==> src/rtl/fetch_stage_pkg.sv <==
// Shared CPU definitions for the fetch stage.
// Architectural addresses and interrupt FSM encoding.
package cpu_defs;

   localparam logic [31:0] RESET_PC   = 32'h8000_0000;
   localparam logic [31:0] ILLOP_ADDR = 32'h8000_0004;
   localparam logic [31:0] XADR_ADDR  = 32'h8000_0008;
   localparam logic [31:0] NOP_INSTR  = 32'h0000_0000;

   typedef enum logic [1:0] {
      IDLE    = 2'd0,
      PENDING = 2'd1,
      TAKEN   = 2'd2
   } irq_state_t;

endpackage

==> src/rtl/fetch_stage_if.sv <==
// Instruction-memory bus between fetch and ROM.
// Fetch drives the address, ROM answers combinationally.
interface fetch_stage_if;

   logic [31:0] imem_addr;
   logic [31:0] imem_rdata;

   modport master (output imem_addr, input imem_rdata);
   modport slave  (input imem_addr, output imem_rdata);

endinterface

==> src/rtl/fetch_stage_if_id_reg.sv <==
// IF/ID pipeline register.
// Priority: flush, interrupt marker, write, hold.
module if_id_reg #(
   parameter logic [31:0] NOP_INSTR = 32'h0000_0000
) (
   input  logic        clk,
   input  logic        reset,
   input  logic        flush,
   input  logic        inject,
   input  logic        write,
   input  logic [31:0] pc,
   input  logic [31:0] instr,
   output logic [31:0] if_id_pc,
   output logic [31:0] if_id_instr,
   output logic        if_id_valid,
   output logic        if_id_irq
);

   // Load bubble, marker or fetched word; otherwise hold.
   always_ff @(posedge clk or posedge reset) begin
      if (reset) begin
         if_id_pc    <= 32'h0;
         if_id_instr <= NOP_INSTR;
         if_id_valid <= 1'b0;
         if_id_irq   <= 1'b0;
      end else if (flush) begin
         if_id_pc    <= pc;
         if_id_instr <= NOP_INSTR;
         if_id_valid <= 1'b0;
         if_id_irq   <= 1'b0;
      end else if (inject) begin
         if_id_pc    <= pc;
         if_id_instr <= NOP_INSTR;
         if_id_valid <= 1'b1;
         if_id_irq   <= 1'b1;
      end else if (write) begin
         if_id_pc    <= pc;
         if_id_instr <= instr;
         if_id_valid <= 1'b1;
         if_id_irq   <= 1'b0;
      end
   end

endmodule

==> src/rtl/fetch_stage.sv <==
// Instruction-fetch stage: PC, IF/ID, interrupt
// injection and a saturating stall counter.
module fetch_stage #(
   parameter logic [31:0] RESET_PC  = cpu_defs::RESET_PC,
   parameter logic [31:0] NOP_INSTR = cpu_defs::NOP_INSTR,
   parameter int          CNT_W     = 16
) (
   input  logic             clk,
   input  logic             reset,
   fetch_stage_if.master    imem,
   input  logic [31:0]      next_pc,
   input  logic             pc_write,
   input  logic             if_id_write,
   input  logic             if_id_flush,
   input  logic             irq,
   output logic [31:0]      pc,
   output logic [31:0]      pc_plus4,
   output logic [31:0]      if_id_pc,
   output logic [31:0]      if_id_instr,
   output logic             if_id_valid,
   output logic             if_id_irq,
   output logic             irq_taken,
   output logic [CNT_W-1:0] stall_count
);

   import cpu_defs::*;

   irq_state_t state;
   logic       irq_q;
   logic       take;

   assign pc_plus4       = pc + 32'd4;
   assign imem.imem_addr = pc;

   // Marker goes in only on a clean advancing user-mode cycle.
   assign take = (state == PENDING) && pc_write && if_id_write &&
                 !if_id_flush && !pc[31];

   // PC register: load next_pc unless stalled.
   always_ff @(posedge clk or posedge reset) begin
      if (reset)         pc <= RESET_PC;
      else if (pc_write) pc <= next_pc;
   end

   // Interrupt FSM with edge detect and registered take pulse.
   always_ff @(posedge clk or posedge reset) begin
      if (reset) begin
         state     <= IDLE;
         irq_q     <= 1'b0;
         irq_taken <= 1'b0;
      end else begin
         irq_q     <= irq;
         irq_taken <= take;
         unique case (state)
            IDLE:
               if (irq && !irq_q && !pc[31]) state <= PENDING;
            PENDING:
               if (pc[31])    state <= IDLE;
               else if (take) state <= TAKEN;
            TAKEN:
               if (pc[31]) state <= IDLE;
            default:
               state <= IDLE;
         endcase
      end
   end

   // Saturating count of stalled cycles.
   always_ff @(posedge clk or posedge reset) begin
      if (reset)
         stall_count <= '0;
      else if (!pc_write && (stall_count != '1))
         stall_count <= stall_count + CNT_W'(1);
   end

   if_id_reg #(
      .NOP_INSTR (NOP_INSTR)
   ) u_if_id (
      .clk         (clk),
      .reset       (reset),
      .flush       (if_id_flush),
      .inject      (take),
      .write       (if_id_write),
      .pc          (pc),
      .instr       (imem.imem_rdata),
      .if_id_pc    (if_id_pc),
      .if_id_instr (if_id_instr),
      .if_id_valid (if_id_valid),
      .if_id_irq   (if_id_irq)
   );

endmodule

==> src/flat_wrapper.sv <==
// flat-port wrapper written by rule: the top's interface ports become plain ports
module fetch_stage_flat import cpu_defs::*;
#(
   parameter logic [31:0] RESET_PC  = cpu_defs::RESET_PC,
   parameter logic [31:0] NOP_INSTR = cpu_defs::NOP_INSTR,
   parameter int          CNT_W     = 16
)
  (clk, reset, next_pc, pc_write, if_id_write, if_id_flush, irq, pc, pc_plus4, if_id_pc, if_id_instr, if_id_valid, if_id_irq, irq_taken, stall_count, imem_imem_addr, imem_imem_rdata);
  fetch_stage_if imem_i ();
  input  logic clk;
  input  logic reset;
  input  logic [31:0] next_pc;
  input  logic pc_write;
  input  logic if_id_write;
  input  logic if_id_flush;
  input  logic irq;
  output logic [31:0] pc;
  output logic [31:0] pc_plus4;
  output logic [31:0] if_id_pc;
  output logic [31:0] if_id_instr;
  output logic if_id_valid;
  output logic if_id_irq;
  output logic irq_taken;
  output logic [CNT_W-1:0] stall_count;
  output wire logic [$bits(imem_i.imem_addr)-1:0] imem_imem_addr;
  input wire logic [$bits(imem_i.imem_rdata)-1:0] imem_imem_rdata;
  assign imem_imem_addr = imem_i.imem_addr;
  assign imem_i.imem_rdata = imem_imem_rdata;
  fetch_stage #(.RESET_PC(RESET_PC), .NOP_INSTR(NOP_INSTR), .CNT_W(CNT_W)) u_core (.clk(clk), .reset(reset), .imem(imem_i), .next_pc(next_pc), .pc_write(pc_write), .if_id_write(if_id_write), .if_id_flush(if_id_flush), .irq(irq), .pc(pc), .pc_plus4(pc_plus4), .if_id_pc(if_id_pc), .if_id_instr(if_id_instr), .if_id_valid(if_id_valid), .if_id_irq(if_id_irq), .irq_taken(irq_taken), .stall_count(stall_count));
endmodule
==> config.mk <==
export PLATFORM = sky130hd
export DESIGN_NAME = fetch_stage_flat
export DESIGN_NICKNAME = d
export VERILOG_FILES = /design/src/rtl/fetch_stage_pkg.sv /design/src/rtl/fetch_stage_if.sv /design/src/rtl/fetch_stage_if_id_reg.sv /design/src/rtl/fetch_stage.sv /design/src/flat_wrapper.sv
export SDC_FILE = /design/constraint.sdc
export NUM_CORES = 1
export LEC_CHECK = 0
export CORE_MARGIN = 2
export CORE_UTILIZATION = 30
export DETAILED_ROUTE_END_ITERATION = 10
export SLEW_MARGIN = 10
export SYNTH_ARGS = -nofsm -noshare
export SYNTH_HDL_FRONTEND = slang
export SYNTH_SLANG_ARGS = --single-unit
==> constraint.sdc <==
create_clock -name clk -period 4.3 [get_ports clk]
set_input_delay 0.43 -clock clk [delete_from_list [all_inputs] [get_ports clk]]
set_output_delay 0.43 -clock clk [all_outputs]
set_load 0.005 [all_outputs]
After elaboration in Yosys (flattened, before gate mapping)
Cells that the tools add are included.
Storage, ports and cells
  register bits after elaboration: 118
  input bits: 70
  output and inout bits: 179
  word-level logic and storage cells: 48
Operators by class
  add/sub/neg operators: 2
  equality and inequality tests: 6
  multiplexer cells: 17
  reductions and logical operators: 14
Operators with widths (count)
  2-to-1 mux 32 bit: 6
  adder 32 x 3 -> 32 bit, second input constant: 1
  adder 16 x 1 -> 16 bit, second input constant: 1
  inequality test 16 bit, second input constant: 1
  2-to-1 mux 2 bit: 4
  logical AND 1 bit: 7
  2-to-1 mux 1 bit: 6
  one-hot mux 2 bit (3 select lines): 1
  logical NOT 1 bit: 4
  inequality test 2 x 1 -> 1 bit, second input constant: 2
  inequality test 3 x 1 -> 1 bit, second input constant: 1
  AND reduction 3 bit: 1
  nonzero test 3 bit: 1
  equality test 2 x 1 -> 1 bit, second input constant: 1
  equality test 2 bit, second input constant: 1
  logical NOT 2 bit: 1

Logic depth before layout (Yosys ltp)
Gate-level depths: netlist of the first run.
  word-level depth: 8
  mapped depth: 6
  mapped depth without buffers: 5

By module
Synthesis of the first run repeated with hierarchy kept, for this count alone.
Second synthesis, totals
  cell total of the unflattened synthesis: 454
  area, all modules: 5592.9 um2
By module, submodules not included
  fetch_stage: instances 1, cells each 273, area an instance 3011.6 um2, sequential area each 1302.5 um2
  if_id_reg: instances 1, cells each 181, area an instance 2581.2 um2, sequential area each 1651.6 um2

Worst setup path before layout of the first run
Ideal clock, no wire load.
  path type: register -> output
  from: register u_core.pc[6], in the netlist u_core.imem.imem_addr[6]
  to: output port pc_plus4[25]
  arrival time: 1.433 ns
  data required time: 3.870 ns
  setup slack: 2.437 ns
  stages on the path, launching flop included: 6
  buffers on the path: 1
  cell sequence: dfrtp_1 > nand4_2 > nor4_4 > buf_6 > nand4_2 > xnor2_1
Between the ends
  cells in the longest elaborated chain, start to end: 1
RTL lines
  start: declaration: line fetch_stage.sv:16  | output logic [31:0] pc,
  start signal: assignment: line fetch_stage.sv:42  | else if (pc_write) pc <= next_pc;
  adder 32 x 3 -> 32 bit: line fetch_stage.sv:32  | assign pc_plus4 = pc + 32'd4;
  end: declaration: line flat_wrapper.sv:18  | output logic [31:0] pc_plus4;
No other way between the ends.

Final worst setup path of the first run
  from: register u_core.pc[12], in the netlist u_core.imem.imem_addr[12]
  to: output port pc_plus4[31]
The elaborated chain is that of the path after synthesis.

==> results of run 1 <==
## kinds of logic (layout without fill, tap and decap cells)
| family | Yosys count | after routing |
|---|---|---|
| AOI/OAI and AO/OA | 41 | 41 |
| muxes | 63 | 63 |
| adders and majority gates | 2 | 2 |
| and+or+nand+nor | 97 | 97 |
| xor gates and xnor gates | 41 | 41 |
| DFF | 118 | 118 |
| buffers and inverters | 60 | 290 |
## per-stage QoR
| stage | instances | setup slack, ns | total power [mW] |
|---|---|---|---|
| 6_report | 877 | 1.01 | 3.55 |
| 3_5_place_dp | 845 | 1.41 | 2.13 |
| 3_3_place_gp | 845 | 1.51 | 2.12 |
| 5_1_grt | 877 | 0.807 | 3.74 |
| 4_1_cts | 877 | 0.969 | 3.62 |
| 2_1_floorplan | 422 | 0.743 | 1.65 |
## worst max-delay path, cell delays in order (launching register included)
cell and delay [ns]:
dfrtp_1 0.51, nand4_1 0.24, nor4_4 0.75, nand4_1 0.23
xnor2_1 0.20, clkdlybuf4s50_1 0.52
## final timing paths
kind                                                       end  slack (ns)  depth (start not counted)
worst max register to register           u_core.stall_count[1]        2.51                          5
worst max-delay path                              pc_plus4[31]        1.01                          5
max in group asynchronous          u_core.u_if_id.if_id_pc[12]        2.78                          3
worst min-delay path               u_core.u_if_id.if_id_pc[11]        0.48                          2
worst min register to register     u_core.u_if_id.if_id_pc[11]        0.48                          2
min in group asynchronous       u_core.u_if_id.if_id_instr[24]        0.54                          2
## sequential cells by signal, indices dropped and copies added (netlist names)
register and count:
u_core.imem.imem_addr 32, u_core.irq_q 1, u_core.irq_taken 1, u_core.stall_count 16, u_core.state 2, u_core.u_if_id.if_id_instr 32
u_core.u_if_id.if_id_irq 1, u_core.u_if_id.if_id_pc 32, u_core.u_if_id.if_id_valid 1
## placed cells by master, fill, tap and decap left out, types with 2 or more instances in the layout
master	instances
inv_1	4
buf_4	4
nor3_1	5
nor2_1	19
and4bb_2	2
nand4_1	18
clkinv_4	4
dfrtp_1	117
ha_1	2
and2_2	2
clkdlybuf4s50_1	247
inv_6	2
clkinv_2	2
and4_1	4
mux2_2	62
and3_1	6
nand2_1	15
nand4_2	2
nand3_1	14
nand3b_1	2
clkbuf_16	17
xor2_1	15
clkinvlp_4	3
bufinv_16	3
o21ai_0	4
xnor2_1	26
a22o_1	32
## cell type report
| type | instances | area (sq um) |
|---|---|---|
| Tap cell | 225 | 282 |
| Inverter | 5 | 21.3 |
| Timing Repair Buffer | 253 | 2530 |
| Clock buffer | 18 | 439 |
| Clock inverter | 14 | 175 |
| Fill cell | 1563 | 8940 |
| Sequential cell | 118 | 2950 |
| Multi-Input combinational cell | 244 | 2020 |
## metal layers
layer  part of all wire (%)  vias up  track usage [%]
met5                      0        -                0
met4                   0.63        0             4.07
met3                    7.7       10             6.36
met2                     49      145             27.4
met1                     42     2054             19.3
li1                       -     1913                -
## power by group
part           internal, mW  switching (mW)
clock network         0.930           0.524
registers              1.23           0.143
logic                 0.487           0.236
total                  2.65           0.903
==> results.ini, run 1 <==
[sta]
finalSetupViolations=0
max_slew_margin_pct=43.8
hold_viol=0
post-route-period-util_pct=76.5
max_freq_ghz=0.304
worstMarginPinSlew_ns=0.836
rsz0062_at_grt=no
finalHoldWorstSlack_ns=0.479
slew_violations=0
setup_tns_ns=0
fin_skew_ns=0.00864
period_minus_slack_ns=3.29

[yosys]
synth_xor_area_share_pct=6.73
synth_common_cells=117 x dfrtp_1, 62 x mux2_2, 35 x buf_4
synth_cell_types=38
synth_fa_ha_area_share_pct=0.469
synth_flop_cell=dfrtp_1
synth_nets=494
yosys.area_share.simple_pct=10.6
ys.warnings.count=0
synth_edf_count=0
avgSynthCellArea_sq_um=12.6
synth-async-reset-ratio_pct=100
synth_area_sq_um=5330
seq_area_frac_synth_pct=55.4
muxShareOfSynthArea_pct=13.3
post-synth-top-count-cell=dfrtp_1
synth_cells=422
synth_compound_area_share_pct=6.43
ys_ff_latch=118
synth_top_area_share_pct=54.9
synth_area_leaders=dfrtp_1 55%, mux2_2 13%, a22o_1 5.3%, buf_4 4.9%, xnor2_1 4.3%
synth_top_cell_by_area=dfrtp_1
synth_top_family_by_area=multiplexers

[worst_setup_path]
critPathArrivalTime_ns=2.86
cp-start-kind=register
path_class=reg2out
r2r-start=u_core.stall_count[0]
critPathCaptureType=output port
cp_max_fo=14
crit_start=u_core.imem.imem_addr[12]
cp.required_ns=3.87

[grt]
grt_pass1_vias=4265
antenna_found_initial=0
gr-total-overflow=0
grt_usage_pct=16.2
grt_first_pass_wirelength_um=23100
grt_start_max_net_pins=66

[die]
initial_core_util_pct=30.7
fp.dieH_um=137
ios=249
die_x_um=137
die_area_sq_um=18900
core_sq_um=17400
rows=48

[cts]
path_clk_slew_ns=0.06
cts_hold_buf=0
cts_root_buf=clkbuf_16
clk_latency_ns=0.41
numCtsBuffers=17
h-tree-depth=4
cts_tree=yes
clock-sinks=118
cts_resized=0
post_cts_buffers=0
cts_max_path_buffers=2

[place]
hpwl_um=11000
io_buffers=248
postPlaceCellArea_sq_um=7800
place_congestion=0.796

[run_status]
status=completed

[final_layout]
antenna_cells=0
finish.instance_area_sq_um=8420
drive_gt1_share_pct=17.2
nets=711
post-route-util_pct=48.5
area_growth_pct=57.8

[worst_hold_path]
min_path_type=reg2reg
hold_path_startpoint=u_core.u_if_id.if_id_pc[11]

[route]
first_pass_iters=4
routed_wl_um=15300
wl_per_cell_um=17.5
drt_iter0_drc=152
viasPerCell=4.70
vias=4122
antenna_left=0
remaining_drc_errors=0

[flow_run]
maxCapViolCount=0

[power]
p_leak_nw=3.49
p_per_area_nw_per_um2=422
ir_drop_uv=289

Note: power is estimated with default switching activity, not from simulation.
==> run 2: changes to the inputs <==
==> constraint.sdc (replaced) <==
create_clock -name clk -period 2.7 [get_ports clk]
set_input_delay 0.27 -clock clk [delete_from_list [all_inputs] [get_ports clk]]
set_output_delay 0.27 -clock clk [all_outputs]
set_load 0.005 [all_outputs]
==> results.ini, run 2 (synthesized netlist as in run 1, its figures left out) <==
[route]
wl_per_cell_um=17.7  ; +1.4%
routed_wl_um=15700  ; +2.6%
drt_iter0_drc=114  ; -25%
remaining_drc_errors=0  ; unchanged
first_pass_iters=4  ; unchanged
vias=4171  ; +1.2%
viasPerCell=4.70  ; about the same
antenna_left=0  ; unchanged

[cts]
path_clk_slew_ns=0.05  ; about the same
h-tree-depth=4  ; unchanged
clock-sinks=118  ; unchanged
cts_max_path_buffers=2  ; unchanged
clk_latency_ns=0.41  ; about the same
cts_root_buf=clkbuf_16
cts_hold_buf=0  ; unchanged
numCtsBuffers=17  ; unchanged
cts_tree=yes

[sta]
setup_tns_ns=0  ; unchanged
period_minus_slack_ns=2.55
worstMarginPinSlew_ns=0.695  ; -0.141 ns
hold_viol=0  ; unchanged
slew_violations=0  ; unchanged
max_slew_margin_pct=53.6  ; +9.7 points
max_freq_ghz=0.393
post-route-period-util_pct=94.3
fin_skew_ns=0.00878  ; +0.000136 ns
rsz0062_at_grt=no
finalSetupViolations=0  ; unchanged

[power]
p_leak_nw=3.66  ; +5.1%
p_per_area_nw_per_um2=667  ; +58%
ir_drop_uv=406  ; +41%

[die]
initial_core_util_pct=30.7  ; unchanged
die_x_um=137  ; unchanged
rows=48  ; unchanged
ios=249  ; unchanged
fp.dieH_um=137  ; unchanged
core_sq_um=17400  ; unchanged
die_area_sq_um=18900  ; unchanged

[place]
place_congestion=0.793  ; -0.41%
hpwl_um=11100  ; +1.1%
io_buffers=248  ; unchanged
dp_cells=853  ; +0.95%

[grt]
grt_first_pass_wirelength_um=23500  ; +1.6%
grt_start_max_net_pins=119  ; +80%
antenna_found_initial=0  ; unchanged
grt_pass1_vias=4226  ; -0.91%
grt_usage_pct=16.4  ; +0.18 points
gr-total-overflow=0  ; unchanged

[final_layout]
layout_commonest_cell=clkdlybuf4s50_1
nets=721  ; +1.4%
final_cell_mix=234 x clkdlybuf4s50_1, 109 x dfrtp_1, 62 x mux2_2
stdcell_count=887  ; +1.1%
antenna_cells=0  ; unchanged
area_growth_pct=60.3
drive_gt1_share_pct=19.6  ; +2.5 points

[worst_setup_path]
critPathCaptureType=output port
cp-start-kind=register
cp_max_fo=14  ; unchanged
cp.required_ns=2.43  ; -1.44 ns
path_class=reg2out
crit_chain=nand4_1 > nor4_4 > buf_6 > nand2_1 > xnor2_1 > clkdlybuf4s50_1
slowest_delay_ns=0.52  ; -0.23 ns
cp_slowest_cell=clkdlybuf4s50_1
critPathArrivalTime_ns=2.28  ; -0.58 ns

[flow_run]
maxCapViolCount=0  ; unchanged

[run_status]
status=completed

[worst_hold_path]
min_path_type=in2reg

run 2: cell count changes in the layout (fill, tap and decap cells not counted), moves of 2 or more:
| cell | before | now |
|---|---|---|
| buf_4 | 4 | 13 |
| dlymetal6s2s_1 | 0 | 13 |
| dfrtp_2 | 0 | 8 |
| dfrtp_1 | 117 | 109 |
| clkinvlp_4 | 3 | 1 |
| clkdlybuf4s50_1 | 247 | 234 |
run 2: path summary, 6_finish.rpt:
path	start	end	slack [ns]	cells after the start
hold / removal	pc_write	u_core.imem.imem_addr[2]	0.30	3
setup reg to reg	u_core.stall_count[0]	u_core.stall_count[1]	0.92	5
min in group asynchronous	reset	u_core.u_if_id.if_id_pc[12]	0.36	3
max in group asynchronous	reset	u_core.imem.imem_addr[10]	1.76	3
hold reg to reg	u_core.state[1]	u_core.state[0]	0.48	1
setup / recovery	u_core.imem.imem_addr[13]	pc_plus4[18]	0.15	6
run 2: cell type report:
class                      instances  area, sq um
clock buffer                      19          443
multi-input combinational        244         2030
sequential                       118         2960
timing repair buffer             263         2640
fill                            1552         8810
clock inverter                    13          170
tap                              225          282
inverter                           5         22.5
run 2: timing repair:
action / CTS / global route
endpoints found under the setup margin: 17 / 17
hold endpoints to repair: 0 / 0
setup buffers: 0 / 2
cloned: 0 / 0
pin swaps: 0 / 1
resized for setup: 10 / 14
run 2: power breakdown:
group | leakage [nW] | switching (mW) | total, mW | internal (mW)
combinational | 1.90 | 0.400 | 1.18 | 0.784
sequential | 1.46 | 0.214 | 2.18 | 1.97
clock | 0.302 | 0.845 | 2.33 | 1.49
run 2: metal layers:
metal / vias to the layer above / track usage (%) / routed length, um
li1: 1930 / - / -
met1: 2072 / 19.4 / 6440
met2: 150 / 27.8 / 7930
met3: 19 / 5.70 / 1120
met4: 0 / 5.50 / 216
met5: - / 0 / 0
run 2: worst max-delay path, delay by kind of cell (launching register included):
family	cells	cell delay, ns
xor gates and xnor gates	1	0.15
buffers and inverters	2	0.73
DFF	1	0.43
and+or+nand+nor	3	0.56
run 2: stage by stage:
stage	area, sq um	util, %	power [mW]	setup WS, ns	hold slack [ns]
5_1_grt	8550	49.3	5.98	0.0149	0.327
3_5_place_dp	7870	45.3	3.41	0.373	0.478
3_3_place_gp	7870	45.3	3.39	0.381	0.464
6_report	8550	49.3	5.70	0.154	0.299
2_1_floorplan	5340	-	2.63	0.989	0.301
4_1_cts	8490	48.9	5.80	0.0154	0.298
==> run 3: changes to the inputs <==
--- a/config.mk
+++ b/config.mk
@@ -5,7 +5,7 @@
 export SDC_FILE = /design/constraint.sdc
 export NUM_CORES = 1
 export LEC_CHECK = 0
-export CORE_MARGIN = 2
+export CORE_MARGIN = 3
 export CORE_UTILIZATION = 30
 export DETAILED_ROUTE_END_ITERATION = 10
 export SLEW_MARGIN = 10
==> results.ini, run 3 (synthesized netlist as in run 1, its figures left out) <==
[run_status]
status=completed

[cts]
cts_root_buf=clkbuf_16
numCtsBuffers=17  ; unchanged
cts_max_path_buffers=2  ; unchanged
clock-sinks=118  ; unchanged
path_clk_slew_ns=0.06  ; about the same
h-tree-depth=4  ; unchanged
cts_tree=yes
clk_latency_ns=0.41  ; about the same

[worst_setup_path]
cp-start-kind=register
cp.required_ns=2.43  ; about the same
rr_endpoint=u_core.stall_count[1]
reg2reg_depth=5  ; unchanged
critPathCaptureType=output port
critPathArrivalTime_ns=2.34  ; +0.06 ns
r2r-start=u_core.stall_count[0]
path_class=reg2out
r2r_setup_slack_ns=0.90  ; -0.02 ns
cp_max_fo=7  ; -7

[sta]
max_slew_margin_pct=56.4  ; +2.8 points
fin_skew_ns=0.00552  ; -0.00325 ns
hold_viol=0  ; unchanged
period_minus_slack_ns=2.61  ; +0.0643 ns
worstMarginPinSlew_ns=0.653  ; -0.0425 ns
finalSetupViolations=0  ; unchanged
max_freq_ghz=0.383  ; -2.5%
slew_violations=0  ; unchanged
fin_ws_ns=0.0901  ; -0.0643 ns
post-route-period-util_pct=96.7  ; +2.4 points

[power]
internal_power_mw=4.46  ; +5.2%
clkPwrFrac_pct=42.4  ; +1.5 points
p_leak_nw=3.70  ; +1.0%
p_sw_share_pct=24.3  ; -1.3 points
p_switching_mw=1.43  ; -1.8%
p_per_area_nw_per_um2=679  ; +1.8%
p_seq_share_pct=37.0  ; -1.3 points
pwr-share-comb_pct=20.6  ; -0.2 points
ir_drop_uv=418  ; +2.9%

[final_layout]
nets=733  ; +1.7%
drive_gt1_share_pct=21.7  ; +2.0 points
area_growth_pct=62.7
antenna_cells=0  ; unchanged
finish.instance_area_sq_um=8680  ; +1.5%
final_cell_mix=238 x clkdlybuf4s50_1, 105 x dfrtp_1, 62 x mux2_2
layout_commonest_cell=clkdlybuf4s50_1
fillers=1527  ; -1.6%

[place]
preCtsSetupSlack_ns=0.356  ; -0.0168 ns
place_congestion=0.797  ; +0.50%
postPlaceCellArea_sq_um=7860  ; about the same
hpwl_um=11100  ; +0.38%
io_buffers=248  ; unchanged

[die]
ios=249  ; unchanged
fp.dieH_um=139  ; +1.5%
die_area_sq_um=19400  ; +2.9%
rows=48  ; unchanged
die_x_um=139  ; +1.5%
core_sq_um=17400  ; unchanged
initial_core_util_pct=30.7  ; unchanged

[worst_hold_path]
hold_end=u_core.stall_count[2]
whs_path_depth=4  ; +1
min_path_type=in2reg
hold_path_startpoint=pc_write

[grt]
grt_usage_pct=16.2  ; -0.17 points
gr-total-overflow=0  ; unchanged
grt_pass1_vias=4295  ; +1.6%
grt_first_pass_wirelength_um=24900  ; +6.3%
grt_start_max_net_pins=119  ; unchanged
antenna_found_initial=0  ; unchanged

[route]
first_pass_iters=4  ; unchanged
routed_wl_um=16000  ; +2.0%
antenna_left=0  ; unchanged
viasPerCell=4.76  ; +1.2%
drt_iter0_drc=175  ; +54%
vias=4278  ; +2.6%
remaining_drc_errors=0  ; unchanged
wl_per_cell_um=17.8  ; +0.62%

[flow_run]
maxCapViolCount=0  ; unchanged

==> run 3: cell types whose count changed in the layout (fill, tap and decap cells not counted) <==
cell / delta
and2_2: +1
inv_6: -3
buf_4: +11
clkbuf_8: +1
clkdlybuf4s50_1: +4
dlymetal6s2s_1: -4
buf_6: +1
bufinv_16: +2
dfrtp_1: -4
clkinv_2: +1
clkinv_4: -1
and2_4: -1
dfrtp_2: +4
==> run 3: cell type report <==
class,instances,area (sq um),area share (%)
sequential,118,2970,34.2
timing repair buffer,275,2720,31.4
multi-input combinational,244,2030,23.4
clock buffer,20,457,5.26
tap,225,282,3.24
clock inverter,12,200,2.31
inverter,5,22.5,0.259
==> run 3: worst max path at each step <==
stage | startpoint | endpoint
6_report | u_core.imem.imem_addr[7] | pc_plus4[29]
3_5_place_dp | u_core.imem.imem_addr[12] | pc_plus4[20]
4_1_cts | u_core.imem.imem_addr[11] | pc_plus4[23]
2_1_floorplan | reset | u_core.imem.imem_addr[0]
3_3_place_gp | u_core.imem.imem_addr[12] | pc_plus4[27]
5_1_grt | u_core.imem.imem_addr[7] | pc_plus4[29]
==> run 3: layer usage <==
layer	track usage, %	vias up	wire length, um
li1	-	1956	-
met1	20.0	2115	6640
met2	26.4	180	7810
met5	0	-	0
met3	5.67	27	1200
met4	5.87	0	365
==> run 3: metrics by stage <==
stage	instances	TNS, ns	hold slack (ns)	util, %	power (mW)
finish	899	0	0.313	50.0	5.89
floorplan	422	0	0.301	-	2.63
global placement	852	0	0.466	45.3	3.39
CTS	884	0	0.300	49.1	5.97
global route	899	-0.0710	0.337	50.0	6.18
detailed placement	852	0	0.475	45.3	3.42
==> run 3: power groups by stage <==
stage,registers [mW],logic [mW],clock network [mW]
3_5_place_dp,2.22,1.20,0
4_1_cts,2.19,1.21,2.57
5_1_grt,2.22,1.30,2.65
2_1_floorplan,2.19,0.441,0
6_report,2.18,1.21,2.50
3_3_place_gp,2.20,1.19,0
==> run 3: repair_timing <==
item | in CTS | in global routing
pin swaps | 1 | 10
hold buffers | 0 | 0
resized for setup | 8 | 18
endpoints found under the setup margin | 14 | 21
buffers inserted | 0 | 14
gates cloned | 0 | 1
==> run 3: worst max-delay path, cell delays in order, from the launching register on <==
cell	delay, ns
dfrtp_2	0.42
nand4_2	0.14
nor4_4	0.42
buf_6	0.19
nand4_1	0.10
xnor2_1	0.15
clkdlybuf4s50_1	0.52
